<file path="config.mk">
export PLATFORM = sky130hd
export DESIGN_NAME = seven_segment_reader
export DESIGN_NICKNAME = d
export VERILOG_FILES = /design/src/rtl/seven_segment_reader.sv
export SDC_FILE = /design/constraint.sdc
export NUM_CORES = 1
export LEC_CHECK = 0
export CAP_MARGIN = 20
export CORE_MARGIN = 2
export CORE_UTILIZATION = 56
export DETAILED_ROUTE_END_ITERATION = 16
export HOLD_SLACK_MARGIN = 0.06
export PLACE_DENSITY = 0.87
export SLEW_MARGIN = 20
export SYNTH_ARGS = -nofsm -noshare
export SYNTH_HDL_FRONTEND = slang
export SYNTH_SLANG_ARGS = --single-unit
export TNS_END_PERCENT = 100
</file>
<file path="constraint.sdc">
create_clock -name clock -period 8.9 [get_ports clock]
set_input_delay 2.67 -clock clock [delete_from_list [all_inputs] [get_ports clock]]
set_output_delay 2.67 -clock clock [all_outputs]
set_load 0.1 [all_outputs]
</file>
<file path="src/rtl/seven_segment_reader.sv">
// Recovers per-digit BCD/blank state from a multiplexed, active-low seven-segment bus.
// A {anode, segment} pair must hold for STABLE_CYCLES samples before it is committed.
module seven_segment_reader #(
    parameter  int NUM_DIGITS    = 4,
    parameter  int STABLE_CYCLES = 4,
    localparam int IDX_W         = (NUM_DIGITS > 1) ? $clog2(NUM_DIGITS) : 1,
    localparam int CNT_W         = $clog2(STABLE_CYCLES + 1)
) (
    input  logic                    clock,
    input  logic                    reset,
    input  logic [6:0]              segment,
    input  logic [NUM_DIGITS-1:0]   anode,
    input  logic                    clear_err,
    output logic [4*NUM_DIGITS-1:0] bcd_out,
    output logic [NUM_DIGITS-1:0]   blank_out,
    output logic [NUM_DIGITS-1:0]   valid_out,
    output logic                    update,
    output logic [IDX_W-1:0]        digit_idx,
    output logic                    bad_pattern,
    output logic                    anode_err
);

    typedef enum logic [1:0] {
        IDLE,
        COUNT,
        HELD
    } state_t;

    state_t                     state;
    logic [CNT_W-1:0]           count;
    logic [6:0]                 seg_q;
    logic [NUM_DIGITS-1:0]      an_q;
    logic [NUM_DIGITS+6:0]      prev_pair;

    logic [NUM_DIGITS+6:0]      pair;
    logic                       changed;
    logic                       one_hot;
    logic                       multi_low;
    logic [IDX_W-1:0]           sel_idx;
    logic [3:0]                 dec_val;
    logic                       dec_digit;
    logic                       dec_blank;
    logic                       start_dwell;
    logic                       commit_now;

    assign pair      = {an_q, seg_q};
    assign changed   = (pair != prev_pair);
    assign one_hot   = $onehot(~an_q);
    assign multi_low = ($countones(~an_q) > 1);

    always_comb begin
        dec_val   = 4'd0;
        dec_digit = 1'b1;
        dec_blank = 1'b0;
        case (seg_q)
            7'b100_0000: dec_val = 4'd0;
            7'b111_1001: dec_val = 4'd1;
            7'b010_0100: dec_val = 4'd2;
            7'b011_0000: dec_val = 4'd3;
            7'b001_1001: dec_val = 4'd4;
            7'b001_0010: dec_val = 4'd5;
            7'b000_0010: dec_val = 4'd6;
            7'b111_1000: dec_val = 4'd7;
            7'b000_0000: dec_val = 4'd8;
            7'b001_1000: dec_val = 4'd9;
            7'b111_1111: begin
                dec_digit = 1'b0;
                dec_blank = 1'b1;
            end
            default: dec_digit = 1'b0;
        endcase
    end

    always_comb begin
        sel_idx = '0;
        for (int i = 0; i < NUM_DIGITS; i++) begin
            if (!an_q[i]) begin
                sel_idx = IDX_W'(i);
            end
        end
    end

    // A new dwell starts whenever a one-hot pair appears from IDLE or replaces a different pair.
    always_comb begin
        start_dwell = one_hot && ((state == IDLE) || changed);
        commit_now  = 1'b0;
        if (one_hot) begin
            if (start_dwell) begin
                commit_now = (STABLE_CYCLES == 1);
            end else if (state == COUNT) begin
                commit_now = (count == CNT_W'(STABLE_CYCLES - 1));
            end
        end
    end

    always_ff @(posedge clock or posedge reset) begin
        if (reset) begin
            state       <= IDLE;
            count       <= '0;
            seg_q       <= 7'h7F;
            an_q        <= '1;
            prev_pair   <= '1;
            bcd_out     <= '0;
            blank_out   <= '1;
            valid_out   <= '0;
            update      <= 1'b0;
            digit_idx   <= '0;
            bad_pattern <= 1'b0;
            anode_err   <= 1'b0;
        end else begin
            seg_q     <= segment;
            an_q      <= anode;
            prev_pair <= pair;
            update    <= 1'b0;

            // Clearing comes first so a same-cycle error set overrides it.
            if (clear_err) begin
                bad_pattern <= 1'b0;
                anode_err   <= 1'b0;
            end

            if (multi_low) begin
                anode_err <= 1'b1;
                state     <= IDLE;
                count     <= '0;
            end else if (!one_hot) begin
                state <= IDLE;
                count <= '0;
            end else if (start_dwell) begin
                state <= (STABLE_CYCLES == 1) ? HELD : COUNT;
                count <= CNT_W'(1);
            end else if (state == COUNT) begin
                count <= count + 1'b1;
                if (commit_now) begin
                    state <= HELD;
                end
            end

            if (commit_now) begin
                update    <= 1'b1;
                digit_idx <= sel_idx;
                if (dec_digit) begin
                    bcd_out[4*sel_idx +: 4] <= dec_val;
                    blank_out[sel_idx]      <= 1'b0;
                    valid_out[sel_idx]      <= 1'b1;
                end else if (dec_blank) begin
                    blank_out[sel_idx] <= 1'b1;
                    valid_out[sel_idx] <= 1'b1;
                end else begin
                    valid_out[sel_idx] <= 1'b0;
                    bad_pattern        <= 1'b1;
                end
            end
        end
    end

endmodule

</file>
After elaboration in Yosys (flattened, before gate mapping)
Index checks and enable logic that the tools add are counted.
Cells by class
  equal/unequal tests: 16
  multiplexer cells: 32
  shift-type cells: 2
  bitwise gates (word level): 6
  $add $sub $neg: 8
  reduce and logical (&&, ||, !) cells: 11
  magnitude comparators: 3
Operators with widths (count)
  4-bit one-hot mux with 9 select lines: 1
  4-bit negator with 34-bit output: 1
  4-bit by 34-bit variable shift with 16-bit output, first input constant: 1
  4-bit by 34-bit indexed part select with 16-bit output: 1
  7-bit == test, second input constant: 4
  7-bit by 5-bit == test with 1-bit output, second input constant: 3
  16-bit bitwise mux: 1
  4-bit 2-to-1 mux: 4
  7-bit by 6-bit == test with 1-bit output, second input constant: 2
  1-bit 2-to-1 mux: 14
  2-bit 2-to-1 mux: 7
  3-bit 2-to-1 mux: 4
  11-bit != test: 1
  10-bit OR reduction: 1
  1-bit by 1-bit adder with 2-bit output: 4
  4-bit AND: 2
  4-bit by 1-bit != test with 1-bit output, second input constant: 2
  4-bit inverter: 2
  4-bit bitwise OR: 2
  7-bit by 2-bit == test with 1-bit output, second input constant: 1
  7-bit zero test: 1
  2-bit by 2-bit adder with 3-bit output: 2
  2-bit AND reduction: 3
  2-bit nonzero test: 2
  other kinds (11): 12
Storage, ports and cells
  bits of input ports: 14
  flip-flop bits (word level): 56

Logic depth before layout (Yosys ltp)
Gate-level depths: netlist (run 1).
  word-level depth: 12
  mapped depth: 11
  depth with buffers taken out: 10

Worst setup path before layout (run 1)
OpenSTA, ideal clock, no wires.
  path kind: register to output
  from: register digit_idx[1]
  to: output port digit_idx[1]
  data required time: 6230 ps
  cell stages (with the launch flop): 1
  slack: 5332 ps
  data arrival time: 898 ps
  cells stage by stage: dfrtp_1
RTL lines
  from (decl): line 18  | output logic [IDX_W-1:0] digit_idx,
  from (signal assigned): line 141  | digit_idx <= sel_idx;
No word-level cell between the ends.

==> results of run 1 <==
[through the flow]
stage / hold WS (ns) / util [%]
CTS: 0.398 / 70.3
global placement: 0.392 / 68.2
global route: 0.401 / 70.3
floorplan: 0.352 / -
finish: 0.393 / 70.3
detailed placement: 0.391 / 68.2
[layout by cell type, fill, tap and decap left out, types with 6 or more instances in the layout]
cell type	Yosys	layout
clkdlybuf4s50_1	0	42
dfrtp_1	30	30
dfstp_2	26	26
ha_1	6	6
inv_1	24	23
nand2_1	9	9
nor2_1	15	15
o21ai_0	6	6
o22ai_1	14	14
xnor2_1	14	14
[power by group]
| group | internal, mW | switching [mW] | total, mW |
|---|---|---|---|
| Clock | 0.0565 | 0.0813 | 0.138 |
| Sequential | 0.267 | 0.0107 | 0.277 |
| Combinational | 0.0202 | 0.0283 | 0.0484 |
[synthesized netlist by cell type (2+ instances only)]
cell type | instances | area, sq um
dfrtp_1 | 30 | 751
dfstp_2 | 26 | 683
inv_1 | 24 | 90.1
nor2_1 | 15 | 56.3
o22ai_1 | 14 | 87.6
xnor2_1 | 14 | 123
nand2_1 | 9 | 33.8
clkbuf_1 | 7 | 26.3
ha_1 | 6 | 75.1
o21ai_0 | 6 | 30.0
a21oi_1 | 5 | 25.0
a31oi_1 | 5 | 31.3
mux2_2 | 5 | 56.3
nand3_1 | 4 | 20.0
nand4_1 | 4 | 25.0
a211oi_2 | 3 | 37.5
nor3_1 | 3 | 15.0
o31ai_1 | 3 | 22.5
a2111oi_4 | 2 | 55.1
a211oi_1 | 2 | 15.0
buf_2 | 2 | 10.0
nor4_1 | 2 | 12.5
[logic make-up (layout without fill, tap and decap cells)]
group | Yosys count | count (layout) | share of synthesized area (%)
adders and majority gates | 7 | 7 | 3.85
AOI/OAI and AO/OA | 45 | 45 | 14.7
muxes | 6 | 6 | 2.68
DFF | 56 | 56 | 58.0
and+or+nand+nor | 48 | 48 | 10.0
xor gates and xnor gates | 15 | 15 | 5.32
buffers and inverters | 34 | 76 | 5.42
[worst min-delay path by stage]
stage | end | startpoint | cells after the start
after floorplan | prev_pair[1] | seg_q[1] | 0
after global placement | prev_pair[7] | an_q[0] | 0
after detailed placement | prev_pair[7] | an_q[0] | 0
after CTS | prev_pair[7] | an_q[0] | 0
after global routing | prev_pair[7] | an_q[0] | 0
final | prev_pair[7] | an_q[0] | 0
[layer usage]
metal | routed length (um) | global-route usage, % | share of wire [%] | vias to the layer above
met5 | 0 | 0 | 0 | -
met4 | 49 | 6.84 | 1.1 | 0
met3 | 265 | 4.76 | 5.7 | 6
met2 | 2330 | 33.2 | 50 | 53
met1 | 1980 | 28.8 | 43 | 851
li1 | - | - | - | 809
[area by class of cell]
cell class	instances	area, sq um
clock inverters	3	22.5
well taps	52	65.1
flip-flops and latches	56	1430
repair buffers	44	435
multi-input cells	121	903
inverters	24	90.1
fillers	315	1270
clock buffers	5	68.8
==> qor.txt, run 1 <==
Chip Height - 70.4 um
Detail Route Antenna Nets - 0
# diodes - 0
Distinct cells, synth - 42
Post-route worst setup slack - 4.25 ns
Final period util - 52.2%
Crit path to - blank_out[3]
Antenna violations before repair - 0
R2r startpoint - an_q[3]
Top Ports - 43
Maxcap violations - 0
Post-synthesis cell count - 211
Worst Path Required - 6.23 ns
Worst-path clk slew - 0.10 ns
Share of cells above drive strength 1 - 19.4%
Grt ovf - 0
Number of synthesized flops with an enable pin - 0
Row cnt - 24
Placed instance count - 297
Slew Limit Fails - 0
Post-CTS sizing - 0
Reg2Reg Depth - 10
R2r setup slk - 5.16 ns
Leakage - 1.20 nW
Yosys reg bits - 56
Worst Tran Pin Value - 0.990 ns
Non-Filler Instances - 305
Post-Route Setup TNS - 0 ns
Drc violations - 0
Fin. Hold Viols - 0
Vias in the first global route - 1,688
First-pass GRT wire length - 8140 um
Largest net degree at the start of global routing - 57
Crit start category - flip-flop
Initial Utilization - 57.5%
Buf/Inv on CP - 1
Total GRT Usage - 21.0%
Initial DRC Count - 71
Fmax - 215 MHz
Placed cell area - 0.00293 sq mm
Port Buffers - 42
CTS Buf Count - 5
CP max stage delay - 1.12 ns
Worst skew pair latency - 0.31 ns
Power Dens Cells - 154 mW/mm^2
Peak VDD IR - 0.134 mV
Skew final - 0.0127 ns
Min Tclk post-route - 4.65 ns
Async set or reset register ratio after synthesis - 100%
RSZ-0062 raised after global routing - false
YS warnings - 0
Cell area after synthesis - 0.00247 sq mm
Sequential area share after synthesis - 58.0%
Crit path max-delay family - buffers and inverters
Max clock buf depth - 2
Run status - finished clean
Post-DR vias/cell - 5.64
Htree depth - 2
Syn Area/Cell - 11.7 sq um
Routability-driven placement congestion ratio - 0.842
Design Area, Final - 0.00302 sq mm
Final nets - 273
Setup WS pre-CTS - 4.60 ns
Synth-to-layout area growth - 22.2%
Pre-antenna DRT Iters - 4
Tot Pwr - 0.464 mW
CTS tree - yes
Die Area - 0.00496 sq mm
CP Max Fanout - 2
Slew margin rel. - 33.8%
Crit-path cells - clkdlybuf4s50_1
WL per Instance - 15.2 um
R2R Path End - bcd_out[13]
CP arrival - 1.98 ns
Postcts setup bufs - 0
Worst Hold Class - reg -> reg
Clock net sink count - 56
Post-synth top flop - dfrtp_1
Core outline area - 0.00429 sq mm
Routed WL - 4630 um
Hold-fix buffers, CTS - 0
CP max stage cell - clkdlybuf4s50_1
Dpl hpwl - 3310 um
Die width - 70.4 um
Syn Nets - 232
Stages on worst setup path - 1
Vias - 1,719
CP Class - reg -> out
Root Driver - clkbuf_8
Final setup vio count - 0
Worst Setup End Kind - primary output
(Power assumes the default switching activity.)
==> run 2, diff against run 1 <==
Settings changed: CORE_UTILIZATION 56 to 47, PLACE_DENSITY 0.87 to 0.78.
Clock period 8.9 ns to 3.89 ns, I/O delays scaled along.
==> run 2 against run 1 <==
  * Global-route usage down 2.5 points
  * Sequential power up 130%
  * Clock power up 140%
  * Power up 130%
  * Count of clock-buffer cells in the layout unchanged
  * Design area down 0.12%
  * Die area up 18%
  * Core utilization down 11 points
  * Non-clock buffer count unchanged
  * Critical endpoint is now bcd_out[13]
  * Largest cell class unchanged
==> qor.txt, run 2 (synthesized netlist as in run 1, its figures left out) <==
Initial DRC Count - 120 (+69%)
Leading cell types in the layout, fill and taps excluded - dfrtp_1, clkdlybuf4s50_1, dfstp_2
Power Dens Cells - 356 mW/mm^2 (+130%)
Crit start category - flip-flop
Htree depth - 2 (unchanged)
Final setup vio count - 0 (unchanged)
Root Driver - clkbuf_8
WL per Instance - 15.2 um (+0.33%)
Min Tclk post-route - 3.47 ns
RSZ-0062 raised after global routing - false
Slew margin rel. - 34.6% (+0.84 points)
Drc violations - 0 (unchanged)
Setup WS pre-CTS - 0.234 ns (-4.36 ns)
Detail Route Antenna Nets - 0 (unchanged)
Peak VDD IR - 0.244 mV (+82%)
CTS Buf Count - 5 (unchanged)
Maxcap violations - 0 (unchanged)
Non-Filler Instances - 323 (+5.9%)
Die width - 76.5 um (+8.6%)
# diodes - 0 (unchanged)
First-pass GRT wire length - 8470 um (+4.2%)
Top Ports - 43 (unchanged)
Chip Height - 76.5 um (+8.6%)
Vias - 1,718 (-0.058%)
Post-DR vias/cell - 5.32 (-5.6%)
Postcts setup bufs - 0 (unchanged)
Worst Setup End Kind - flip-flop
CTS tree - yes
Row cnt - 26 (+8.3%)
Dpl hpwl - 3490 um (+5.2%)
Worst skew pair latency - 0.32 ns (about the same)
Largest net degree at the start of global routing - 57 (unchanged)
Die Area - 0.00585 sq mm (+18%)
Final core utilization - 59.4% (-11 points)
Initial Utilization - 48.7% (-8.9 points)
Worst Path Required - 4.07 ns (-2.16 ns)
Fmax - 288 MHz
Final period util - 89.2%
Run status - finished clean
Hold-fix buffers, CTS - 0 (unchanged)
Port Buffers - 42 (unchanged)
Pre-antenna DRT Iters - 4 (unchanged)
Leakage - 1.23 nW (+2.5%)
Area occupied by multi-input gates - 907 sq um (+0.42%)
CP Max Fanout - 12 (+10)
Vias in the first global route - 1,704 (+0.95%)
Skew final - 0.0151 ns (+0.00238 ns)
Core outline area - 0.00507 sq mm (+18%)
Post-route worst setup slack - 0.420 ns (-3.83 ns)
Final nets - 273 (unchanged)
Post-Route Setup TNS - 0 ns (unchanged)
Fin. Hold Viols - 0 (unchanged)
Worst hold margin - 0.408 ns (+0.0144 ns)
Max clock buf depth - 2 (unchanged)
Share of cells above drive strength 1 - 25.3% (+5.9 points)
CP arrival - 3.65 ns (+1.67 ns)
Worst Tran Pin Value - 0.981 ns (-0.00951 ns)
Grt ovf - 0 (unchanged)
Clock net sink count - 56 (unchanged)
Total GRT Usage - 18.5% (-2.5 points)
Commonest non-fill, non-tap cell in the layout - dfrtp_1
Synth-to-layout area growth - 22.0%
CP Class - reg -> reg
Placed instance count - 315 (+6.1%)
Worst-path clk slew - 0.11 ns (about the same)
Post-CTS sizing - 0 (unchanged)
Filler instances - 445 (+41%)
Antenna violations before repair - 0 (unchanged)
Routability-driven placement congestion ratio - 0.783 (-7.0%)
Slew Limit Fails - 0 (unchanged)
FF/Latch Area - 0.00143 sq mm (unchanged)
Routed WL - 4920 um (+6.2%)
Worst Hold Class - reg -> reg
[run 2: per-stage QoR]
stage	total power [mW]	cell area, sq um
floorplan	0.721	2470
global placement	0.753	2920
detailed placement	0.758	2920
CTS	1.09	3010
global route	1.13	3020
finish	1.07	3020
[run 2: path summary, 6_finish.rpt]
| kind | from | to | slack [ns] | cells after the start |
|---|---|---|---|---|
| min in group asynchronous | reset | bcd_out[2] | 1.36 | 3 |
| min reg2reg | an_q[0] | prev_pair[7] | 0.41 | 0 |
| max reg2reg | an_q[3] | bcd_out[13] | 0.42 | 10 |
| max | an_q[3] | bcd_out[13] | 0.42 | 10 |
| max in group asynchronous | reset | bad_pattern | 2.08 | 3 |
| min | an_q[0] | prev_pair[7] | 0.41 | 0 |
[run 2: worst max-delay path, stage by stage, from the launching register on]
cell and delay [ns]:
dfstp_2 0.67, fa_1 0.44, inv_1 0.06, ha_1 0.16, inv_1 0.07, ha_1 0.28
nor3b_1 0.39, nand3_1 0.16, or4_4 0.62, a211oi_2 0.36, o22ai_1 0.12
[run 2: power by group]
part	total, mW	switching (mW)	leakage, nW	internal, mW
logic	0.112	0.0659	0.503	0.0464
clock network	0.329	0.197	0.0452	0.132
registers	0.633	0.0234	0.687	0.610
[run 2: final cells by class]
class / count / share of cell area [%]
well taps: 70 / 2.90
inverters: 24 / 2.99
clock buffers: 5 / 2.28
flip-flops and latches: 56 / 47.6
multi-input cells: 121 / 30.1
repair buffers: 44 / 13.4
clock inverters: 3 / 0.830
[run 2: per-layer routing]
| metal | track usage [%] | routed length [um] |
|---|---|---|
| met5 | 0 | 0 |
| met2 | 30.8 | 2460 |
| met4 | 3.64 | 65 |
| met1 | 24.2 | 2160 |
| met3 | 5.45 | 231 |
==> RTL change: new RTL, flow settings as in run 2 <==
`NUM_DIGITS`: 4 -> 2.
--- a/src/rtl/seven_segment_reader.sv
+++ b/src/rtl/seven_segment_reader.sv
@@ -1,7 +1,7 @@
 // Recovers per-digit BCD/blank state from a multiplexed, active-low seven-segment bus.
 // A {anode, segment} pair must hold for STABLE_CYCLES samples before it is committed.
 module seven_segment_reader #(
-    parameter  int NUM_DIGITS    = 4,
+    parameter  int NUM_DIGITS    = 2,
     parameter  int STABLE_CYCLES = 4,
     localparam int IDX_W         = (NUM_DIGITS > 1) ? $clog2(NUM_DIGITS) : 1,
     localparam int CNT_W         = $clog2(STABLE_CYCLES + 1)
Interface: changed (5 resized); port bits go from 43 to 28. No check against the original RTL was run, so the function may have changed too.
==> RTL change against run 2 <==
Area after synthesis fell by 25%; count of clock-buffer cells in the layout rose by 2; wire length fell by 30%; worst hold slack got worse by 0.026 ns; setup slack improved by 0.51 ns; design area fell by 27%; combinational power fell by 37%; power fell by 26%; sequential cell count fell by 17; critical path type is now flip-flop to output port; largest cell class unchanged; highest routed layer unchanged.
==> RTL change: results (changes against run 2) <==
| Metric | Value |
|---|---|
| Routed Wire Length | `3418 um (-30%)` |
| R2r setup slk | `1.26 ns (+0.84 ns)` |
| Post-Synth Adder-Cell Area | `2.035% (-1.8 points)` |
| Max-Slew Margin vs Limit | `35.63% (+1.0 points)` |
| DP Wirelength | `2500 um (-28%)` |
| Netlist cell types | `51 (+21%)` |
| Via-to-Cell Ratio | `5.528 (+3.9%)` |
| #MultiIn Comb | `99 (-18%)` |
| Worst reg2reg path depth | `5 (-5)` |
| Top post-synthesis cells by area | `dfstp_2 (28%), dfrtp_1 (26%), xor2_1 (4.7%)` |
| Outcome | `completed` |
| IO buf count | `27 (-36%)` |
| Gate Count Post-Synth | `156 (-26%)` |
| GP Congestion | `0.8543 (+9.1%)` |
| R2r startpoint | `seg_q[0]` |
| WHS | `0.3814 ns (-0.02645 ns)` |
| Largest net degree at the start of global routing | `27 (-53%)` |
| Bufs w/o clock | `28 (-36%)` |
| CP delay by family, top | `buffers and inverters` |
| Critical path arrival | `1.79 ns (-1.86 ns)` |
| VDD IR max | `183.2 uV (-25%)` |
| RR Endpoint | `bcd_out[4]` |
| Leak | `0.0009600 uW (-22%)` |
| Pint | `600.7 uW (-24%)` |
| Synth Net Count | `171 (-26%)` |
| Full die area | `4441 um^2 (-24%)` |
| Non-clk buf share | `11.91% (-1.4 points)` |
| Synth Area in XOR/XNOR | `4.749% (-0.57 points)` |
| Clock-cell share | `4.141% (+1.0 points)` |
| Seq area share | `45.38% (-2.2 points)` |
| Post-synthesis sequential area ratio | `54.27% (-3.8 points)` |
| Worst-Skew Late Latency | `0.29 ns (-0.03 ns)` |
| Drt wl/cell | `14.67 um (-3.6%)` |
| Dpl cells | `225 (-29%)` |
| CTS sink cnt | `39 (-30%)` |
| Fraction of area in multi-input gates | `33.98% (+3.9 points)` |
| Initial DRC Count | `73 (-39%)` |
| Layout cells sized above 1 | `28.11% (+2.8 points)` |
| First-pass GRT wire length | `5727 um (-32%)` |
| Placed standard-cell area | `2115 um^2 (-28%)` |
| Synth Area in Compound Gates | `13.43% (-1.3 points)` |
| GRT Util Overall | `17.69% (-0.79 points)` |
| Worst slack, placed | `1.245 ns (+1.011 ns)` |
| Slowest stage delay, CP | `1.14 ns (+0.47 ns)` |
| Vias in the first global route | `1,267 (-26%)` |
| Pwr dens | `360.7 nW/um^2 (+1.2%)` |
| Worst clock skew | `0.007061 ns (-0.008049 ns)` |
| Comb pwr | `70.4 uW (-37%)` |
| CP max stage cell | `clkdlybuf4s50_1` |
| Final Net Count | `199 (-27%)` |
| Fillers | `326 (-27%)` |
| Multiplexer area fraction after synthesis | `4.274% (+1.6 points)` |
| Clock share of power | `35.1% (+4.5 points)` |
RTL change: cell count changes in the layout (fill, tap and decap cells not counted), moves of 8 or more:
cell / run 2 / this run
clkdlybuf4s50_1: 29 / 21
o22ai_1: 14 / 0
inv_1: 23 / 9
xor2_1: 1 / 10
buf_4: 15 / 7
dfrtp_1: 30 / 19
xnor2_1: 14 / 0
RTL change: how the worst max path moves through the flow:
| stage | from | endpoint | slack (ns) |
|---|---|---|---|
| after floorplan | seg_q[0] | bcd_out[0] | 1.63 |
| after global placement | bad_pattern | bad_pattern | 1.27 |
| after detailed placement | bcd_out[6] | bcd_out[6] | 1.25 |
| after CTS | bcd_out[6] | bcd_out[6] | 0.92 |
| after global routing | bcd_out[6] | bcd_out[6] | 0.88 |
| final | bcd_out[6] | bcd_out[6] | 0.93 |
RTL change: metal layers:
layer / routed length, um / up-vias / global-route usage, %
met5: 0 / - / 0
li1: - / 605 / -
met3: 171 / 9 / 4.392
met1: 1531 / 638 / 21.67
met4: 73 / 0 / 8.929
met2: 1641 / 36 / 28.88
